===== src/rtl/spi_flash_pkg.sv =====
// rtl/spi_flash_pkg.sv - shared constants and types for the SPI flash sample reader
// Holds the flash READ opcode, address width, FSM state enum and the bit-count
// widths used by the shift engine.
package spi_flash_pkg;

  localparam logic [7:0] CMD_READ  = 8'h03;
  localparam int         ADDR_W    = 24;
  localparam int         HDR_BITS  = 32;
  localparam int         BYTE_BITS = 8;
  // Wide enough for the largest "bits remaining" value (HDR_BITS-1).
  localparam int         BIT_CNT_W = $clog2(HDR_BITS);

  typedef enum logic [1:0] {
    IDLE,
    HDR,
    DATA,
    GAP
  } state_t;

endpackage


===== src/rtl/spi_shift_engine.sv =====
// rtl/spi_shift_engine.sv - SCK phase generator, bit counter and MOSI/MISO shifter
// Ports:
//   clk, rst          clock and synchronous active-high reset
//   start, start_word begin a transaction: 32 header bits taken MSB first from start_word
//   stop              end the transaction; SCK and MOSI return low
//   stall             hold the current phase-0 state (SCK low)
//   miso              flash data, sampled on the edge that ends an SCK-high phase
//   sck, mosi         registered SPI pins
//   hdr_done          combinational: the last header bit completes on this edge
//   byte_done         combinational: a data byte completes on this edge
//   byte_next         the byte completing on this edge (shifter plus live miso)
//   byte_held         the most recently completed byte, valid while stalled
module spi_shift_engine
  import spi_flash_pkg::*;
(
  input  logic        clk,
  input  logic        rst,
  input  logic        start,
  input  logic [31:0] start_word,
  input  logic        stop,
  input  logic        stall,
  input  logic        miso,
  output logic        sck,
  output logic        mosi,
  output logic        hdr_done,
  output logic        byte_done,
  output logic [7:0]  byte_next,
  output logic [7:0]  byte_held
);

  logic                 active;
  logic                 phase;    // 0: SCK low half, 1: SCK high half
  logic                 in_hdr;
  logic [BIT_CNT_W-1:0] bit_cnt;  // bits remaining in the current header/byte, minus one
  // Bit 31 of the header goes straight to mosi at start, so the shifter only needs the
  // remaining 31 bits; during DATA its low byte accumulates miso.
  logic [30:0]          shifter;
  logic                 bit_end;

  assign bit_end   = active && phase && !stall;
  assign hdr_done  = bit_end && in_hdr && (bit_cnt == '0);
  assign byte_done = bit_end && !in_hdr && (bit_cnt == '0);
  assign byte_next = {shifter[6:0], miso};
  assign byte_held = shifter[7:0];

  always_ff @(posedge clk) begin
    if (rst) begin
      active  <= 1'b0;
      phase   <= 1'b0;
      in_hdr  <= 1'b0;
      bit_cnt <= '0;
      shifter <= '0;
      sck     <= 1'b0;
      mosi    <= 1'b0;
    end else if (stop) begin
      active <= 1'b0;
      phase  <= 1'b0;
      sck    <= 1'b0;
      mosi   <= 1'b0;
    end else if (start) begin
      active  <= 1'b1;
      phase   <= 1'b0;
      in_hdr  <= 1'b1;
      bit_cnt <= BIT_CNT_W'(HDR_BITS - 1);
      shifter <= start_word[30:0];
      sck     <= 1'b0;
      mosi    <= start_word[31];
    end else if (active && !stall) begin
      if (!phase) begin
        phase <= 1'b1;
        sck   <= 1'b1;
      end else begin
        phase   <= 1'b0;
        sck     <= 1'b0;
        shifter <= {shifter[29:0], miso};
        if (bit_cnt == '0) begin
          in_hdr  <= 1'b0;
          bit_cnt <= BIT_CNT_W'(BYTE_BITS - 1);
          mosi    <= 1'b0;
        end else begin
          bit_cnt <= bit_cnt - BIT_CNT_W'(1);
          // Data phase keeps MOSI low; the flash ignores it after the address.
          mosi    <= in_hdr & shifter[30];
        end
      end
    end
  end

endmodule


===== src/rtl/spi_flash_sample_reader.sv =====
// rtl/spi_flash_sample_reader.sv - streams 8-bit samples from SPI flash to a valid/ready sink
// Reads [START_ADDR, START_ADDR+SAMPLE_COUNT) repeatedly with READ (0x03), SPI mode 0.
// Ports:
//   clk, rst                          clock and synchronous active-high reset
//   enable                            1 = stream; 0 = end at the next byte boundary
//   spi_clk, spi_cs, spi_mosi         flash pins (SCK = clk/2 while active, CS active low)
//   spi_miso                          flash data, MSB first
//   sample_data, sample_valid         output sample register
//   sample_ready                      sink accepts when valid & ready at a posedge
//   busy                              high whenever the FSM is not IDLE
module spi_flash_sample_reader
  import spi_flash_pkg::*;
#(
  parameter logic [ADDR_W-1:0] START_ADDR   = 24'h000000,
  parameter logic [ADDR_W-1:0] SAMPLE_COUNT = 24'h010000,
  parameter int                CS_IDLE      = 4
) (
  input  logic       clk,
  input  logic       rst,
  input  logic       enable,
  output logic       spi_clk,
  output logic       spi_cs,
  output logic       spi_mosi,
  input  logic       spi_miso,
  output logic [7:0] sample_data,
  output logic       sample_valid,
  input  logic       sample_ready,
  output logic       busy
);

  localparam logic [ADDR_W-1:0] LAST_ADDR = START_ADDR + SAMPLE_COUNT - ADDR_W'(1);
  localparam int                GAP_W     = (CS_IDLE > 1) ? $clog2(CS_IDLE) : 1;

  state_t            state;
  logic [ADDR_W-1:0] addr;
  logic [GAP_W-1:0]  gap_cnt;
  logic              pend;       // a completed byte waits in the shifter for room

  logic              hdr_done;
  logic              byte_done;
  logic [7:0]        byte_next;
  logic [7:0]        byte_held;

  logic              consume;
  logic              load_now;
  logic [7:0]        load_val;
  logic              last_byte;
  logic              end_txn;
  logic              gap_done;
  logic              eng_start;
  logic              eng_stall;

  assign consume   = sample_valid && sample_ready;
  // A byte enters the output register either on the edge it completes (register empty or
  // draining) or later, on the edge that drains the register while the byte is pending.
  assign load_now  = (byte_done && (!sample_valid || sample_ready)) || (pend && sample_ready);
  assign load_val  = pend ? byte_held : byte_next;
  assign last_byte = (addr == LAST_ADDR);
  assign end_txn   = load_now && (last_byte || !enable);
  assign gap_done  = (state == GAP) && (gap_cnt == '0);
  assign eng_start = ((state == IDLE) || gap_done) && enable;
  assign eng_stall = pend && !sample_ready;

  spi_shift_engine u_engine (
    .clk        (clk),
    .rst        (rst),
    .start      (eng_start),
    .start_word ({CMD_READ, addr}),
    .stop       (end_txn),
    .stall      (eng_stall),
    .miso       (spi_miso),
    .sck        (spi_clk),
    .mosi       (spi_mosi),
    .hdr_done   (hdr_done),
    .byte_done  (byte_done),
    .byte_next  (byte_next),
    .byte_held  (byte_held)
  );

  always_ff @(posedge clk) begin
    if (rst) begin
      state        <= IDLE;
      spi_cs       <= 1'b1;
      busy         <= 1'b0;
      addr         <= START_ADDR;
      gap_cnt      <= '0;
      pend         <= 1'b0;
      sample_data  <= 8'h00;
      sample_valid <= 1'b0;
    end else begin
      if (load_now) begin
        sample_data  <= load_val;
        sample_valid <= 1'b1;
        addr         <= last_byte ? START_ADDR : addr + ADDR_W'(1);
      end else if (consume) begin
        sample_valid <= 1'b0;
      end

      if (load_now) begin
        pend <= 1'b0;
      end else if (byte_done) begin
        pend <= 1'b1;
      end

      case (state)
        IDLE: begin
          if (enable) begin
            state  <= HDR;
            spi_cs <= 1'b0;
            busy   <= 1'b1;
          end
        end
        HDR: begin
          if (hdr_done) begin
            state <= DATA;
          end
        end
        DATA: begin
          if (end_txn) begin
            state   <= GAP;
            spi_cs  <= 1'b1;
            gap_cnt <= GAP_W'(CS_IDLE - 1);
          end
        end
        GAP: begin
          if (gap_cnt != '0) begin
            gap_cnt <= gap_cnt - GAP_W'(1);
          end else if (enable) begin
            state  <= HDR;
            spi_cs <= 1'b0;
          end else begin
            state <= IDLE;
            busy  <= 1'b0;
          end
        end
        default: state <= IDLE;
      endcase
    end
  end

endmodule


===== config.mk =====
export PLATFORM = sky130hd
export DESIGN_NAME = spi_flash_sample_reader
export DESIGN_NICKNAME = d
export VERILOG_FILES = /design/src/rtl/spi_flash_pkg.sv /design/src/rtl/spi_shift_engine.sv /design/src/rtl/spi_flash_sample_reader.sv
export SDC_FILE = /design/constraint.sdc
export NUM_CORES = 1
export LEC_CHECK = 0
export CAP_MARGIN = 20
export CORE_ASPECT_RATIO = 0.5
export CORE_MARGIN = 2
export CORE_UTILIZATION = 54
export CTS_CLUSTER_DIAMETER = 150
export DETAILED_ROUTE_END_ITERATION = 8
export GPL_TIMING_DRIVEN = 0
export PLACE_DENSITY = 0.75
export SLEW_MARGIN = 5
export SYNTH_ARGS = -nofsm -noshare
export SYNTH_HDL_FRONTEND = slang
export SYNTH_SLANG_ARGS = --single-unit
export TNS_END_PERCENT = 5

===== constraint.sdc =====
create_clock -name clk -period 2.1 [get_ports clk]
set_input_delay 0.315 -clock clk [delete_from_list [all_inputs] [get_ports clk]]
set_output_delay 0.315 -clock clk [all_outputs]
set_load 0.1 [all_outputs]

After elaboration in Yosys (flattened, before gate mapping):

Index checks and enable logic that the tools add are counted.

* bitwise operators: 2
* add/sub/neg operators: 3
* multiplexer cells: 33
* equality and inequality tests: 10
* reduce and logical (&&, ||, !) cells: 44

Operator list (count)
* 31-bit two-way mux: 3
* 24-bit by 1-bit adder with 24-bit output (second input constant): 1
* 24-bit by 16-bit equality test with 1-bit output (second input constant): 1
* 24-bit two-way mux: 1
* 5-bit two-way mux: 4
* 1-bit two-way mux: 15
* 1-bit logical AND: 14
* 2-bit nonzero test: 7
* 4-bit AND reduction: 3
* 2-bit two-way mux: 5
* 2-bit inequality test (second input constant): 5
* 3-bit AND reduction: 3
* 8-bit two-way mux: 1
* 2-bit case mux with 4 select lines: 1
* 1-bit zero test: 5
* 5-bit zero test: 1
* 5-bit by 1-bit subtractor with 5-bit output (second input constant): 1
* 2-bit equality test (second input constant): 2
* 2-bit zero test: 2
* 1-bit logical OR: 4
* 2-bit case mux with 2 select lines: 1
* 2-bit OR reduction: 2
* 1-bit case mux with 3 select lines: 1
* 3-bit nonzero test: 1
* 8 further kinds: 8

* word-level logic and storage cells: 106
* output and inout port bits: 13
* bits of input ports: 5
* register bits after elaboration: 80

Longest topological paths before layout:

* depth after elaboration: 11
* mapped depth: 10
* gate-level depth less buffers: 8

Cells and area by module:

From an unflattened synthesis, not the netlist that was laid out.

* cell total of the unflattened synthesis: 473
* area, all modules: 4289.1 sq um

By module, submodules not included
* spi_shift_engine: times used 1, area each 2267.2 sq um, cells each 244, seq. area each 800.8 sq um
* spi_flash_sample_reader: times used 1, area each 2021.9 sq um, cells each 229, seq. area each 800.8 sq um

Worst setup path before layout:

OpenSTA, ideal clock, no wires.

* kind: register to register
* from: register sample_valid
* to: register u_engine.shifter[10]
* required time: 2.011 ns
* cell stages (with the launch flop): 8
* slack: -0.360 ns
* buffers on the path: 2
* setup time: 0.089 ns
* period minus slack after synthesis: 2.460 ns
* data arrival time: 2.371 ns
* path through: dfxtp_1 > nand2b_1 > a22o_1 > buf_4 > a21oi_2 > clkbuf_1 > nor2_1 > a311oi_2

* cells in the longest elaborated chain, start to end: 7

RTL lines
* start, declared: line spi_flash_sample_reader.sv:26 `output logic sample_valid,`
* start signal, assigned: line spi_flash_sample_reader.sv:89 `sample_valid <= 1'b0;`
* start signal, assigned: line spi_flash_sample_reader.sv:93 `sample_valid <= 1'b1;`
* start signal, assigned: line spi_flash_sample_reader.sv:96 `sample_valid <= 1'b0;`
* 1-bit zero test: line spi_flash_sample_reader.sv:56 `assign load_now = (byte_done && (!sample_valid || sample_ready)) || (pend && sample_ready);`
* 1-bit logical OR: line spi_flash_sample_reader.sv:56
* 1-bit logical AND: line spi_flash_sample_reader.sv:56
* 1-bit logical OR: line spi_flash_sample_reader.sv:56
* 1-bit logical AND: line spi_flash_sample_reader.sv:59 `assign end_txn = load_now && (last_byte || !enable);`
* 1-bit inverter (no source line)
* 3-bit AND reduction (no source line)
* end signal, assigned: line spi_shift_engine.sv:65 `shifter <= start_word[30:0];`
* end signal, assigned: line spi_shift_engine.sv:75 `shifter <= {shifter[29:0], miso};`
* end, declared: line spi_shift_engine.sv:37 `logic [30:0] shifter;`

Every way passes these cells.
A chain may end at the register's enable or synchronous reset.

Worst setup path in the final report:

* from: register u_engine.bit_cnt[0]
* to: register addr[6]

* cells in the longest elaborated chain, start to end: 4

RTL lines
* start, declared: line spi_shift_engine.sv:34 `logic [BIT_CNT_W-1:0] bit_cnt;`
* start signal, assigned: line spi_shift_engine.sv:64 `bit_cnt <= BIT_CNT_W'(HDR_BITS - 1);`
* start signal, assigned: line spi_shift_engine.sv:78 `bit_cnt <= BIT_CNT_W'(BYTE_BITS - 1);`
* start signal, assigned: line spi_shift_engine.sv:81 `bit_cnt <= bit_cnt - BIT_CNT_W'(1);`
* 5-bit zero test: line spi_shift_engine.sv:42 `assign byte_done = bit_end && !in_hdr && (bit_cnt == '0);`
* 1-bit logical AND: line spi_shift_engine.sv:42
* 1-bit logical AND: line spi_flash_sample_reader.sv:56
* 1-bit logical OR: line spi_flash_sample_reader.sv:56
* end signal, assigned: line spi_flash_sample_reader.sv:94 `addr <= last_byte ? START_ADDR : addr + ADDR_W'(1);`
* end, declared: line spi_flash_sample_reader.sv:35 `logic [ADDR_W-1:0] addr;`

Every way passes these cells.

==> metrics.md <==
| Metric | Value |
|---|---|
| Gr usage total | `0.262` |
| Worst EP arrival | `2550 ps` |
| Clock Pin Slew Worst Setup and Hold Paths | `60 ps` |
| Register area share after synthesis | `0.406` |
| Hold WC Path Type | `reg -> reg` |
| Crit-path cells | `inv_2, ha_4, or4b_4, nor4b_4, buf_4, a21boi_4, buf_12, nor4b_4, xnor2_1, nor2_1` |
| Clk sinks | `80` |
| Type of origin of the critical path | `flop` |
| CTS tree | `done` |
| P_leak | `1.84 nW` |
| Most frequent cells in the layout | `dfxtp_1, nand2_1, nor2_1` |
| Clock Latency Late Sink | `340 ps` |
| RePlAce Congestion | `0.815` |
| Vias in the first global route | `3,443` |
| Crit path top cell by count | `nor4b_4` |
| Syn Area/Cell | `8.73 µm²` |
| # setup viols final | `63` |
| Fin cells | `591` |
| Setup CP Type | `reg -> reg` |
| # Max-Cap Violations | `0` |
| Worst Max-Slew Pin Slew | `986 ps` |
| Max H-tree Level | `3` |
| Die area | `8040 µm²` |
| CP max FO | `6` |
| Hold-fix buffers, CTS | `0` |
| Antenna Violating Nets Remaining | `0` |
| Slowest-stage cell, CP | `or4b_4` |
| Post-Synthesis Net Count | `465` |
| Share of layout cells above drive strength 1 | `0.259` |
| Asr flop ratio synth | `0` |
| Reg-to-Reg Start | `u_engine.bit_cnt[0]` |
| Max-slew violations | `0` |
| Vias per cell | `5.89` |
| Syn Inst Count | `452` |
| Synth warn | `0` |
| HP Start | `busy` |
| Die Span Y | `64.4 µm` |
| Violated checks | `negative setup slack` |
| Nets | `507` |
| ANT cells | `0` |
| Hold path cells | `2` |
| Vias | `3,479` |
| Design Power | `6.05 mW` |
| Drt first-iter violations | `225` |
| Num CTS Buffers | `9` |
| Largest net degree at the start of global routing | `14` |
| Final hold violation count | `0` |
| EDFF count, synth | `0` |
| First-pass GRT wire length | `16,800 µm` |
| Top FF cell, synth | `dfxtp_1` |
| Root Buffer | `clkbuf_16` |
| Worst-case reg-to-reg path depth | `10` |
| Top-level I/O count | `18` |
| Core area | `6880 µm²` |
| Max stage delay on crit path | `480 ps` |
| CTS Buffer Depth | `2` |
| Outcome | `complete, but fails checks` |
| Worst Setup Slack, final | `-224 ps` |
| Worst reg2reg path endpoint | `addr[6]` |
| Hold WS | `477 ps` |
| Initial antenna violation count | `0` |
| Remaining DRCs | `0` |
| Post-DP HPWL | `6400 µm` |
| # rows | `21` |
| #FFs+latches synth | `80` |
| Clock Skew | `6.07 ps` |
| Fin crit share | `1.11` |
| Cell area after synthesis | `3940 µm²` |
| Area delta synth->final | `28.6%` |
| Port Buf Inserts | `15` |
| Hold endpoint | `busy` |
| Routed len/inst | `17.1 µm` |
| Post-Route WL | `10,100 µm` |
| Synth cell types | `53` |
| Pwr/cell area | `1190 nW/µm²` |
| Die Wd | `125 µm` |
| GRT Residual Overflow | `0` |
| R2R Setup Slk | `-220 ps` |
| Fmax | `430 MHz` |
| Initial Util | `0.573` |
| CP endpoint kind | `flop` |
| RSZ-0062 raised after global routing | `true` |
| Placed insts | `559` |
| Most common cell after layout, fill and taps aside | `dfxtp_1` |
| Pre-antenna DRT Iters | `5` |
| Slew Limit Headroom | `0.346` |
| Minimum clock period | `2320 ps` |
| Max VDD drop | `0.000585 V` |
| Req. time, crit path | `2330 ps` |
==> worst max path at each step <==
stage	start	endpoint
3_3_place_gp	addr[3]	u_engine.shifter[15]
4_1_cts	u_engine.bit_cnt[0]	addr[21]
5_1_grt	u_engine.bit_cnt[0]	addr[6]
6_report	u_engine.bit_cnt[0]	addr[6]
3_5_place_dp	addr[3]	u_engine.shifter[18]
2_1_floorplan	u_engine.bit_cnt[1]	u_engine.shifter[10]
==> kinds of logic after synthesis <==
kind of cell	share of synthesized area
simple gates	0.253
flops	0.406
compound gates	0.180
buf+inv	0.0463
xor+xnor	0.0533
mux	0.0355
fa+ha+maj	0.0254
==> cell type report <==
class | instances | area (µm²)
Fill cell | 487 | 1810
Clock inverter | 7 | 110
Multi-Input combinational cell | 330 | 2470
Inverter | 12 | 45.0
Timing Repair Buffer | 31 | 285
Clock buffer | 9 | 225
Sequential cell | 80 | 1610
Tap cell | 92 | 115
Buffer | 30 | 219
==> what timing repair did <==
action | in CTS | in global routing
setup buffers | 9 | 5
pin swaps | 7 | 17
endpoints found under the setup margin | 90 | 78
resized for setup | 63 | 30
gates cloned | 2 | 1
hold endpoints to repair | 0 | 0
==> cell usage after synthesis (all sizes together) (12+ instances only) <==
library cell	n	area, µm²
clkbuf	18	67.6
nor2	73	274
o21ai	12	60.1
dfxtp	80	1600
a21oi	12	67.6
xnor2	19	166
buf	13	70.1
a211oi	12	100
nand2	63	236
a311oi	26	340
nor3	12	60.1
inv	12	45.0
mux2i	14	140
==> critical path: cells and delay by family, from the launching register on <==
kind	cells	cell delay (ps)
AO/OA/AOI/OAI	1	120
XOR/XNOR	1	160
AND/OR/NAND/NOR	4	1050
flip-flops	1	330
adder cells (fa/ha/maj)	1	120
buffers and inverters	3	430
==> per-stage QoR <==
stage                     setup WS (ps)  setup TNS [ps]   util  area, µm²
after floorplan                   -44.7           -1120      -       4020
after global placement             -534          -28840  0.623       4290
after detailed placement           -583          -31870  0.623       4290
after CTS                          -253           -9190  0.707       4870
after global routing               -332          -15040  0.737       5070
final                              -224           -7550  0.737       5070
==> layer usage <==
| metal | global-route usage | vias to the layer above | part of all wire |
|---|---|---|---|
| met5 | 0 | - | 0 |
| met4 | 0.0903 | 0 | 0.011 |
| met3 | 0.0578 | 11 | 0.058 |
| met2 | 0.428 | 95 | 0.47 |
| met1 | 0.350 | 1690 | 0.46 |
| li1 | - | 1683 | - |
==> power by group <==
group          switching (mW)  internal [mW]  total (mW)
Clock                   0.614           1.15        1.77
Sequential              0.250           1.81        2.06
Combinational            1.36          0.862        2.22
==> sequential cells by signal, indices dropped and copies added, names as in the netlist, 2 cells and up <==
name              cells
u_engine.shifter     31
addr                 24
state                 2
u_engine.bit_cnt      5
sample_data           8
gap_cnt               2
Power figures use the tool's default switching activity.
